[config.mk]
export PLATFORM = sky130hd
export DESIGN_NAME = seq_lock_param_flat
export DESIGN_NICKNAME = d
export VERILOG_FILES = /design/src/rtl/seq_lock_if.sv /design/src/rtl/seq_lock_param.sv /design/src/flat_wrapper.sv
export SDC_FILE = /design/constraint.sdc
export NUM_CORES = 1
export LEC_CHECK = 0
export BUFFER_PORTS_ARGS = -buffer_cell sky130_fd_sc_hd__buf_2
export CORE_MARGIN = 5
export CORE_UTILIZATION = 49
export DETAILED_ROUTE_END_ITERATION = 8
export GPL_ROUTABILITY_DRIVEN = 0
export PLACE_DENSITY_LB_ADDON = 0.15
export SLEW_MARGIN = 20
export SYNTH_ARGS = -nofsm -noshare
export SYNTH_HDL_FRONTEND = slang
export SYNTH_SLANG_ARGS = --single-unit
export TNS_END_PERCENT = 5
[constraint.sdc]
create_clock -name clk -period 4.09 [get_ports clk]
set_clock_uncertainty 0.1 [all_clocks]
set_input_delay 0.818 -clock clk [delete_from_list [all_inputs] [get_ports clk]]
set_output_delay 0.818 -clock clk [all_outputs]
set_load 0.02 [all_outputs]
[src/rtl/seq_lock_if.sv]
// Key/button and status bundle for the sequence-lock controller.
// The slave side is the lock controller; the master side is whatever
// drives the debounced keys and watches the door/status lines.
interface seq_lock_if #(
  parameter int KEY_W     = 2,
  parameter int MAX_TRIES = 3
);
  localparam int TRY_W = $clog2(MAX_TRIES + 1);

  logic [KEY_W-1:0] key;
  logic             enter;
  logic             prog;
  logic             open;
  logic             erro;
  logic             locked;
  logic             prog_mode;
  logic [TRY_W-1:0] tries_left;

  modport master (
    output key, enter, prog,
    input  open, erro, locked, prog_mode, tries_left
  );

  modport slave (
    input  key, enter, prog,
    output open, erro, locked, prog_mode, tries_left
  );
endinterface

[src/rtl/seq_lock_param.sv]
// Parametrised sequence-lock controller.
// Collects SEQ_LEN digits on enter presses, opens on a full match, reports a
// wrong code only after the last digit, locks out after MAX_TRIES failures,
// and allows the code to be rewritten while the door is open.
module seq_lock_param #(
  parameter int KEY_W     = 2,
  parameter int SEQ_LEN   = 3,
  parameter int MAX_TRIES = 3,
  parameter int OPEN_CYC  = 4,
  parameter int LOCK_CYC  = 16,
  parameter logic [SEQ_LEN*KEY_W-1:0] DEFAULT_CODE = {2'b10, 2'b11, 2'b01}
) (
  input  logic         clk,
  input  logic         rst_n,
  seq_lock_if.slave    bus
);

  localparam int IDX_W   = $clog2(SEQ_LEN);
  localparam int TRY_W   = $clog2(MAX_TRIES + 1);
  localparam int TMR_MAX = (OPEN_CYC > LOCK_CYC) ? OPEN_CYC : LOCK_CYC;
  localparam int TMR_W   = $clog2(TMR_MAX + 1);

  localparam logic [IDX_W-1:0] IDX_LAST  = IDX_W'(SEQ_LEN - 1);
  localparam logic [TRY_W-1:0] TRY_LAST  = TRY_W'(MAX_TRIES - 1);
  localparam logic [TRY_W-1:0] TRY_FULL  = TRY_W'(MAX_TRIES);
  localparam logic [TMR_W-1:0] OPEN_LOAD = TMR_W'(OPEN_CYC - 1);
  localparam logic [TMR_W-1:0] LOCK_LOAD = TMR_W'(LOCK_CYC - 1);

  typedef enum logic [2:0] {
    ENTRY = 3'd0,
    OPEN  = 3'd1,
    PROG  = 3'd2,
    ERR   = 3'd3,
    LOCK  = 3'd4
  } state_t;

  state_t                     state_q, state_d;
  logic                       enter_q;
  logic [IDX_W-1:0]           idx_q, idx_d;
  logic                       mismatch_q, mismatch_d;
  logic [TRY_W-1:0]           tries_q, tries_d;
  logic [SEQ_LEN*KEY_W-1:0]   code_q, code_d;
  logic [TMR_W-1:0]           timer_q, timer_d;
  logic                       press;
  logic                       digit_miss;
  logic                       seq_miss;

  // A press is the rising edge of the debounced enter level.
  assign press = bus.enter & ~enter_q;

  // enter history runs in every state so a held button never re-triggers.
  always_ff @(posedge clk or negedge rst_n) begin
    if (!rst_n) enter_q <= 1'b0;
    else        enter_q <= bus.enter;
  end

  // Control and code registers; the programmed code is lost on reset.
  always_ff @(posedge clk or negedge rst_n) begin
    if (!rst_n) begin
      state_q    <= ENTRY;
      idx_q      <= '0;
      mismatch_q <= 1'b0;
      tries_q    <= '0;
      code_q     <= DEFAULT_CODE;
      timer_q    <= '0;
    end else begin
      state_q    <= state_d;
      idx_q      <= idx_d;
      mismatch_q <= mismatch_d;
      tries_q    <= tries_d;
      code_q     <= code_d;
      timer_q    <= timer_d;
    end
  end

  // Next-state, digit compare/store, attempt counting and timers.
  always_comb begin
    state_d    = state_q;
    idx_d      = idx_q;
    mismatch_d = mismatch_q;
    tries_d    = tries_q;
    code_d     = code_q;
    timer_d    = timer_q;
    digit_miss = (bus.key != code_q[int'(idx_q)*KEY_W +: KEY_W]);
    seq_miss   = mismatch_q | digit_miss;

    case (state_q)
      ENTRY: begin
        if (press) begin
          if (idx_q == IDX_LAST) begin
            // Verdict uses the accumulated mismatch including this last digit.
            idx_d      = '0;
            mismatch_d = 1'b0;
            if (!seq_miss) begin
              state_d = OPEN;
              tries_d = '0;
              timer_d = OPEN_LOAD;
            end else if (tries_q == TRY_LAST) begin
              state_d = LOCK;
              tries_d = TRY_FULL;
              timer_d = LOCK_LOAD;
            end else begin
              state_d = ERR;
              tries_d = tries_q + TRY_W'(1);
            end
          end else begin
            idx_d      = idx_q + IDX_W'(1);
            mismatch_d = seq_miss;
          end
        end
      end

      OPEN: begin
        // A program request beats the open timer running out.
        if (bus.prog) begin
          state_d = PROG;
          idx_d   = '0;
        end else if (timer_q == '0) begin
          state_d = ENTRY;
        end else begin
          timer_d = timer_q - TMR_W'(1);
        end
      end

      PROG: begin
        if (press) begin
          code_d[int'(idx_q)*KEY_W +: KEY_W] = bus.key;
          if (idx_q == IDX_LAST) begin
            idx_d   = '0;
            state_d = ENTRY;
          end else begin
            idx_d = idx_q + IDX_W'(1);
          end
        end
      end

      ERR: begin
        state_d = ENTRY;
      end

      LOCK: begin
        if (timer_q == '0) begin
          state_d = ENTRY;
          tries_d = '0;
        end else begin
          timer_d = timer_q - TMR_W'(1);
        end
      end

      default: begin
        state_d = ENTRY;
      end
    endcase
  end

  // Moore outputs decoded from the registered state.
  assign bus.open       = (state_q == OPEN);
  assign bus.erro       = (state_q == ERR);
  assign bus.locked     = (state_q == LOCK);
  assign bus.prog_mode  = (state_q == PROG);
  assign bus.tries_left = TRY_FULL - tries_q;

endmodule
[src/flat_wrapper.sv]
// flat-port wrapper written by rule: the top's interface ports become plain ports
module seq_lock_param_flat 
#(
  parameter int KEY_W     = 2,
  parameter int SEQ_LEN   = 3,
  parameter int MAX_TRIES = 3,
  parameter int OPEN_CYC  = 4,
  parameter int LOCK_CYC  = 16,
  parameter logic [SEQ_LEN*KEY_W-1:0] DEFAULT_CODE = {2'b10, 2'b11, 2'b01}
)
  (clk, rst_n, bus_key, bus_enter, bus_prog, bus_open, bus_erro, bus_locked, bus_prog_mode, bus_tries_left);
  seq_lock_if #(.KEY_W(KEY_W), .MAX_TRIES(MAX_TRIES)) bus_i ();
  input  logic clk;
  input  logic rst_n;
  input wire logic [$bits(bus_i.key)-1:0] bus_key;
  input wire logic [$bits(bus_i.enter)-1:0] bus_enter;
  input wire logic [$bits(bus_i.prog)-1:0] bus_prog;
  output wire logic [$bits(bus_i.open)-1:0] bus_open;
  output wire logic [$bits(bus_i.erro)-1:0] bus_erro;
  output wire logic [$bits(bus_i.locked)-1:0] bus_locked;
  output wire logic [$bits(bus_i.prog_mode)-1:0] bus_prog_mode;
  output wire logic [$bits(bus_i.tries_left)-1:0] bus_tries_left;
  assign bus_i.key = bus_key;
  assign bus_i.enter = bus_enter;
  assign bus_i.prog = bus_prog;
  assign bus_open = bus_i.open;
  assign bus_erro = bus_i.erro;
  assign bus_locked = bus_i.locked;
  assign bus_prog_mode = bus_i.prog_mode;
  assign bus_tries_left = bus_i.tries_left;
  seq_lock_param #(.KEY_W(KEY_W), .SEQ_LEN(SEQ_LEN), .MAX_TRIES(MAX_TRIES), .OPEN_CYC(OPEN_CYC), .LOCK_CYC(LOCK_CYC), .DEFAULT_CODE(DEFAULT_CODE)) u_core (.clk(clk), .rst_n(rst_n), .bus(bus_i));
endmodule
==> results of run 1 <==
==> layout make-up <==
type / instances / share of cell area (%)
Inverter: 9 / 2.455
Multi-Input combinational cell: 108 / 51.45
Timing Repair Buffer: 11 / 4.000
Sequential cell: 20 / 36.73
Clock buffer: 4 / 2.636
Tap cell: 30 / 2.727
==> Yosys cell counts <==
| cell | instances |
|---|---|
| a2111oi_4 | 1 |
| a21boi_0 | 1 |
| a21oi_1 | 5 |
| a22o_1 | 2 |
| a22oi_1 | 1 |
| a2bb2oi_1 | 1 |
| a31oi_1 | 1 |
| a32oi_1 | 1 |
| and2_1 | 1 |
| and3_1 | 1 |
| buf_6 | 1 |
| clkbuf_1 | 3 |
| dfrtp_1 | 16 |
| dfstp_2 | 4 |
| ha_1 | 8 |
| inv_1 | 9 |
| mux2_4 | 2 |
| mux2i_1 | 5 |
| nand2_1 | 19 |
| nand2b_1 | 6 |
| nand3_1 | 7 |
| nand3b_1 | 4 |
| nand4_1 | 1 |
| nor2_1 | 13 |
| nor2b_1 | 3 |
| nor2b_2 | 1 |
| nor3_1 | 4 |
| nor3b_1 | 1 |
| nor4b_1 | 1 |
| o21a_1 | 3 |
| o21ai_0 | 7 |
| o21ai_1 | 1 |
| o22ai_1 | 3 |
| or2_2 | 1 |
| xnor2_1 | 2 |
| xor2_1 | 1 |
==> registers in the layout, indices dropped and copies added, names as in the netlist <==
register / flops
u_core.tries_q: 2
u_core.mismatch_q: 1
u_core.idx_q: 2
u_core.state_q: 3
u_core.code_q: 6
u_core.timer_q: 5
u_core.enter_q: 1
==> cells by family after synthesis <==
logic type / after synthesis
AOI/OAI and AO/OA: 27
buffers and inverters: 13
xor gates and xnor gates: 3
muxes: 7
adders and majority gates: 8
and+or+nand+nor: 63
DFF: 20
==> worst paths after layout <==
| path | to | slack, ns | startpoint | cells past startpoint |
|---|---|---|---|---|
| worst max-delay path | u_core.timer_q[1] | 1.69 | u_core.idx_q[0] | 7 |
| worst min-delay path | u_core.code_q[1] | 0.35 | rst_n | 1 |
| worst max register to register | u_core.timer_q[1] | 1.69 | u_core.idx_q[0] | 7 |
| worst min register to register | u_core.code_q[5] | 0.38 | u_core.code_q[5] | 2 |
| max in group asynchronous | u_core.code_q[2] | 3.19 | rst_n | 1 |
| min in group clk | u_core.code_q[5] | 0.38 | u_core.code_q[5] | 2 |
==> worst reg2reg max path: cells and delay by family, from the launching register on <==
family / cells / cell delay [ns]
flip-flops: 1 / 0.52
multiplexers: 1 / 0.33
buffers and inverters: 1 / 0.24
AO/OA/AOI/OAI: 2 / 0.41
adder cells (fa/ha/maj): 1 / 0.25
AND/OR/NAND/NOR: 2 / 0.46
==> metal layers <==
metal | routed length, um | vias to the layer above
met4 | 19 | 0
met1 | 1167 | 477
met2 | 1185 | 9
met3 | 72 | 2
met5 | 0 | -
li1 | - | 505
==> per-stage QoR <==
step           setup slack, ns  total power [mW]  cells  utilization (%)  instance area (um^2)
2_1_floorplan            1.802            0.7229    141                -                  1270
3_3_place_gp             1.605            0.8028    178            54.09                  1340
3_5_place_dp             1.553            0.8233    178            54.09                  1340
4_1_cts                  1.716            0.9427    182            55.56                  1376
5_1_grt                  1.532             1.015    182            55.56                  1376
6_report                 1.685            0.9344    182            55.56                  1376
==> where the power goes <==
| part | leakage [nW] | internal, mW | switching, mW |
|---|---|---|---|
| clock | 0.0210 | 0.0542 | 0.0614 |
| combinational | 0.341 | 0.196 | 0.259 |
| sequential | 0.235 | 0.277 | 0.0862 |
| total | 0.597 | 0.527 | 0.407 |
==> out/results.txt, run 1 <==
Unique masters post-synth: 36
Post-Synth XOR/XNOR Area: 2.069%
Setup crit end kind: flop
grt met1 use: 20.18%
Core Region: 0.002477 mm^2
CP max stage cell: dfrtp_1
IO Pins: 12
Seq/Total Area, Yosys: 39.80%
Pwr per Cell Area: 678.9 mW/mm^2
IO Port Bufs: 11
max-slew violations: 0
antenna violations before repair: 0
Clk pin slew, worst setup/hold paths: 0.12 ns
Routed Antenna Nets: 0
RSZ-0062 raised after global routing: no
most frequent cells in the layout: nand2_1 (19), dfrtp_1 (16), nor2_1 (13)
status: completed
initial DRC count: 24
Residual DRC: 0
final hold slack: 0.3465 ns
CP Cell Sequence: inv_1, ha_1, nand3b_1, o22ai_1, o21a_1, nor2b_2, mux2_4
CTS tree: built
crit start category: flop
Routed WL: 2444 um
vias per cell: 5.456
largest net degree at the start of global routing: 21
Yosys top cell by area: dfrtp_1
crit share post-route: 58.79%
Synth Area in Simple Gates: 24.53%
Post-CTS Setup Bufs: 0
Layout Nets: 167
Hold Path Class: in -> async
count of final hold-check violations: 0
Buffers & Inverters on Critical Path: 1
CP top delay family: flip-flops
Initial Utilization: 51.26%
Finish-stage setup viols: 0
CTS Hold Buffers Added: 0
Worst slew margin: 54.21%
post-synthesis mux area share: 6.305%
M2 GR Usage: 25.19%
Die Y: 60.91 um
Setup TNS: 0 ns
share of cells above drive strength 1: 15.79%
Synth Area in Compound Gates: 14.98%
Post-Syn Nets: 155
clock latency on the worst-skew pair: 0.30 ns
Worst path max stage delay: 0.52 ns
Pre-antenna DRT Iters: 4
GR Util met3: 2.128%
cell area after synthesis: 0.001270 mm^2
GRT overflow: 0
Die X: 60.91 um
global-route wire length before repair: 4291 um
max cap viols: 0
Die ar.: 0.003710 mm^2
main combinational cell family by area after synthesis: simple AND/OR/NAND/NOR gates
CP arrival: 2.49 ns
Mapped Cells: 141
Top Usage Layer GRT: met2
multi-input combinational cell area: 708.2 um^2
P&R area growth vs syn: 8.374%
Avg Cell Area, Syn: 9.007 um^2
DR WL/cell: 13.43 um
DP Wirelength: 1858 um
fmax: 0.4159 GHz
Seq cells post-synth: 20
maximum vdd ir drop: 369.8 uV
gr usage total: 15.26%
fillcell total: 239
share of the synthesized area in the top cell type: 31.53%
synth warn: 0
root buf cell: clkbuf_4
Reg area: 505.5 um^2
Final min period: 2.405 ns
H-tree Lvls: 1
leakage power: 0.5972 nW
CTS Buffer Depth: 2
critical path peak fanout: 10
vias: 993
placement row count: 18
# diodes: 0
CP required: 4.18 ns
fraction of the mapped netlist area in adder cells: 7.882%
vias in the first global route: 986
ranking of synthesized cells by area: dfrtp_1 (32%), dfstp_2 (8.3%), ha_1 (7.9%)
Post-CTS Resized: 0
commonest non-fill, non-tap cell in the layout: nand2_1
CTS sink count: 20
CTS buffer count: 3
critical path type: reg -> reg
Slew @ Worst Pin: 0.6774 ns
(Power assumes the default switching activity.)
==> run 2, diff against run 1 <==
- clock period: 4.09 -> 2.19 ns (I/O delays scaled with it)
==> out/results.txt, run 2 (same netlist as run 1, synthesis figures left out) <==
CTS buffer count: 3
crit share post-route: 96.35%
Finish-stage setup viols: 0
Top Usage Layer GRT: met2
status: completed
grt met1 use: 22.59%
crit start category: flop
final hold slack: 0.1611 ns
maximum vdd ir drop: 738.1 uV
max reg flops: 6
initial DRC count: 48
Die X: 60.91 um
leakage power: 0.6460 nW
Setup crit end kind: flop
M2 GR Usage: 25.95%
Pre-antenna DRT Iters: 4
DR WL/cell: 13.24 um
gr usage total: 16.44%
DP Wirelength: 1918 um
Hold Path Class: in -> reg
share of cells above drive strength 1: 22.98%
H-tree Lvls: 1
vias: 1,053
critical path peak fanout: 7
vias in the first global route: 1,031
GRT overflow: 0
CP required: 2.29 ns
Final Non-Filler Cells: 191
Initial Utilization: 51.26%
Layout Nets: 176
CTS sink count: 20
max cap viols: 0
global-route wire length before repair: 4574 um
dpl cells: 186
Routed Antenna Nets: 0
Final min period: 2.110 ns
Clk pin slew, worst setup/hold paths: 0.12 ns
Largest regs: u_core.code_q: 6 flops, u_core.timer_q: 5 flops, u_core.state_q: 3 flops
Die ar.: 0.003710 mm^2
most frequent cells in the layout: nand2_1 (19), dfrtp_1 (15), nor2_1 (13)
vias per cell: 5.513
CTS Buffer Depth: 2
Core Region: 0.002477 mm^2
critical path type: reg -> reg
IO Port Bufs: 11
Pwr per Cell Area: 1259 mW/mm^2
antenna violations before repair: 0
IO Pins: 12
fmax: 0.4739 GHz
commonest non-fill, non-tap cell in the layout: nand2_1
GR Util met3: 2.553%
largest net degree at the start of global routing: 21
CP arrival: 2.21 ns
P&R area growth vs syn: 16.35%
placement row count: 18
root buf cell: clkbuf_4
count of final hold-check violations: 0
# diodes: 0
CTS tree: built
Residual DRC: 0
max-slew violations: 0
Slew @ Worst Pin: 0.5760 ns
clock latency on the worst-skew pair: 0.30 ns
Routed WL: 2528 um
Worst slew margin: 61.60%
Die Y: 60.91 um
Reg with most FFs: u_core.code_q
-- run 2: per-layer routing --
| metal | share of wire (%) | vias to the layer above |
|---|---|---|
| met2 | 47 | 25 |
| li1 | - | 524 |
| met1 | 48 | 500 |
| met5 | 0 | - |
| met3 | 4.0 | 4 |
| met4 | 1.2 | 0 |
-- run 2: critical path, stage by stage (launching register included) --
cell	delay, ns
dfrtp_2	0.43
buf_6	0.14
mux2i_1	0.24
o21ai_2	0.09
xnor2_2	0.16
a2111oi_4	0.43
nor2b_4	0.10
mux2_4	0.31
-- run 2: timing repair --
item                                    4_1_cts  5_1_grt
endpoints found under the setup margin        2        8
hold endpoints to repair                     16        0
hold buffers                                  1        0
buffers inserted                              0        0
resized for setup                             1        6
pin swaps                                     0        2
-- run 2: power breakdown --
part           leakage, nW  switching, mW  internal, mW  total, mW
clock               0.0210          0.117         0.101      0.219
combinational        0.391          0.529         0.447      0.976
sequential           0.234          0.145         0.520      0.665
-- run 2: cell type report --
| cell class | count | area (um^2) |
|---|---|---|
| timing repair buffer | 20 | 128.9 |
| fill | 218 | 999.7 |
| multi-input combinational | 108 | 734.5 |
| tap | 30 | 37.54 |
| clock buffer | 4 | 36.28 |
| sequential | 20 | 506.7 |
| inverter | 9 | 33.78 |
-- run 2: through the flow --
stage               power [mW]   TNS [ns]  worst slack, ns  utilization (%)  instance area (um^2)
floorplan                1.350          0          0.08345                -                  1270
finish                   1.860          0          0.07997            59.65                  1478
global route             2.043  -0.002407        -0.002407            59.65                  1478
detailed placement       1.607          0          0.01495            56.52                  1400
CTS                      1.831          0          0.02326            58.64                  1453
global placement         1.579          0          0.06808            56.52                  1400
-- run 2: path summary, 6_finish.rpt --
check	endpoint	slack, ns	from	cells after the start
setup / recovery	u_core.timer_q[1]	0.08	u_core.idx_q[0]	7
hold / removal	u_core.enter_q	0.16	bus_enter	1
setup reg to reg	u_core.timer_q[1]	0.08	u_core.idx_q[0]	7
hold reg to reg	u_core.code_q[0]	0.39	u_core.code_q[0]	2
max in group asynchronous	u_core.code_q[0]	1.14	rst_n	2
min in group asynchronous	u_core.code_q[4]	0.51	rst_n	2
==> run 3, diff against run 2 <==
- CORE_UTILIZATION: 49 -> 52
- GPL_TIMING_DRIVEN: not set -> 0
==> out/results.txt, run 3 (same netlist as run 1, synthesis figures left out) <==
Worst slew margin: 61.19%
vias: 1,025
CTS buffer count: 3
largest net degree at the start of global routing: 21
Layout Nets: 175
placement row count: 18
maximum vdd ir drop: 761.7 uV
critical path startpoint: u_core.idx_q[0]
DP Wirelength: 1937 um
critical path type: reg -> reg
vias in the first global route: 1,071
R2R cell count: 8
antenna violations before repair: 0
initial DRC count: 20
CTS tree: built
Die ar.: 0.003531 mm^2
Reg with most FFs: u_core.code_q
Final min period: 2.165 ns
vias per cell: 5.395
Finish-stage setup viols: 0
register-to-register setup slack: 0.02 ns
count of final hold-check violations: 0
Routed WL: 2582 um
Die Y: 59.42 um
Setup TNS: 0 ns
Core Region: 0.002410 mm^2
leakage power: 0.6346 nW
Die X: 59.42 um
IO Port Bufs: 11
crit share post-route: 98.88%
CP arrival: 2.31 ns
status: completed
# diodes: 0
CTS sink count: 20
max reg flops: 6
Hold Path Class: in -> reg
share of cells above drive strength 1: 21.25%
most frequent cells in the layout: nand2_1 (19), dfrtp_1 (16), nor2_1 (13)
crit start category: flop
capture point of the worst reg-to-reg path: u_core.state_q[1]
gr usage total: 16.67%
clock latency on the worst-skew pair: 0.31 ns
Clk pin slew, worst setup/hold paths: 0.12 ns
root buf cell: clkbuf_4
Routed Antenna Nets: 0
CTS Buffer Depth: 2
Initial Utilization: 52.70%
max cap viols: 0
RSZ-0062 raised after global routing: yes
H-tree Lvls: 1
reg-to-reg critical path startpoint: u_core.idx_q[0]
global-route wire length before repair: 4505 um
Largest regs: u_core.code_q: 6 flops, u_core.timer_q: 5 flops, u_core.state_q: 3 flops
commonest non-fill, non-tap cell in the layout: nand2_1
P&R area growth vs syn: 17.54%
GRT overflow: 0
end of the critical path: u_core.state_q[1]
fillcell total: 209
critical path peak fanout: 8
max-slew violations: 0
Slew @ Worst Pin: 0.5821 ns
CP required: 2.33 ns
IO Pins: 12
fmax: 0.4618 GHz
DR WL/cell: 13.59 um
fin util: 61.94%
Pwr per Cell Area: 1311 mW/mm^2
Setup crit end kind: flop
Pre-antenna DRT Iters: 5
Residual DRC: 0
run 3: cell type report:
class | instances | area, um^2 | area share [%]
multi-input cells | 108 | 749.5 | 50.21
flip-flops and latches | 20 | 505.5 | 33.86
repair buffers | 15 | 87.58 | 5.868
inverters | 9 | 37.54 | 2.515
well taps | 30 | 37.54 | 2.515
clock inverters | 1 | 30.03 | 2.012
clock buffers | 3 | 22.52 | 1.509
plain buffers | 4 | 22.52 | 1.509
run 3: worst max-delay path, stage by stage, from the launching register on:
cell and delay (ns):
dfrtp_1 0.40, buf_6 0.16, mux2i_1 0.22, xor2_1 0.09, a22o_1 0.28, a2111oi_4 0.40
buf_4 0.20, nand3_1 0.07, a31oi_1 0.18
run 3: how the worst min path moves through the flow:
stage / from / to / slack [ns] / depth (start not counted)
final: bus_enter / u_core.enter_q / 0.16 / 1
after global routing: bus_enter / u_core.enter_q / 0.15 / 1
after CTS: bus_enter / u_core.enter_q / 0.15 / 1
after detailed placement: rst_n / u_core.code_q[4] / 0.31 / 1
after global placement: rst_n / u_core.code_q[4] / 0.31 / 1
after floorplan: rst_n / u_core.code_q[1] / 0.04 / 0
run 3: per-stage QoR:
stage               hold WS (ns)  std cells  setup slack (ns)  power, mW  area, um^2
global placement          0.3078        182           -0.1613      1.527        1363
global route              0.1502        190          -0.08467      2.118        1493
detailed placement        0.3101        182           -0.2487      1.562        1363
finish                    0.1593        190           0.02462      1.957        1493
CTS                       0.1535        189          0.004287      1.924        1458
floorplan                0.04241        141           0.08345      1.350        1270
run 3: repair_timing:
item	in CTS	in global routing
setup endpoints to repair	4	6
endpoints found under the hold margin	16	0
resized for setup	4	4
gates cloned	0	0
buffers inserted	2	1
pin swaps	1	1
hold buffers	1	0
run 3: per-layer routing:
layer  vias to the layer above  share of wire (%)  track usage (%)  wire length [um]
met5                         -                  0                0                 0
met4                         0                1.4            6.149                35
met3                         4                3.9            2.614               101
met2                        19                 49            29.17              1271
met1                       481                 45            20.41              1173
li1                        521                  -                -                 -
run 3: report_power, final:
part / internal, mW / leakage (nW) / switching [mW] / total (mW)
Clock: 0.185 / 0.0279 / 0.116 / 0.301
Combinational: 0.444 / 0.371 / 0.580 / 1.02
Sequential: 0.518 / 0.235 / 0.113 / 0.631
Total: 1.15 / 0.635 / 0.809 / 1.96
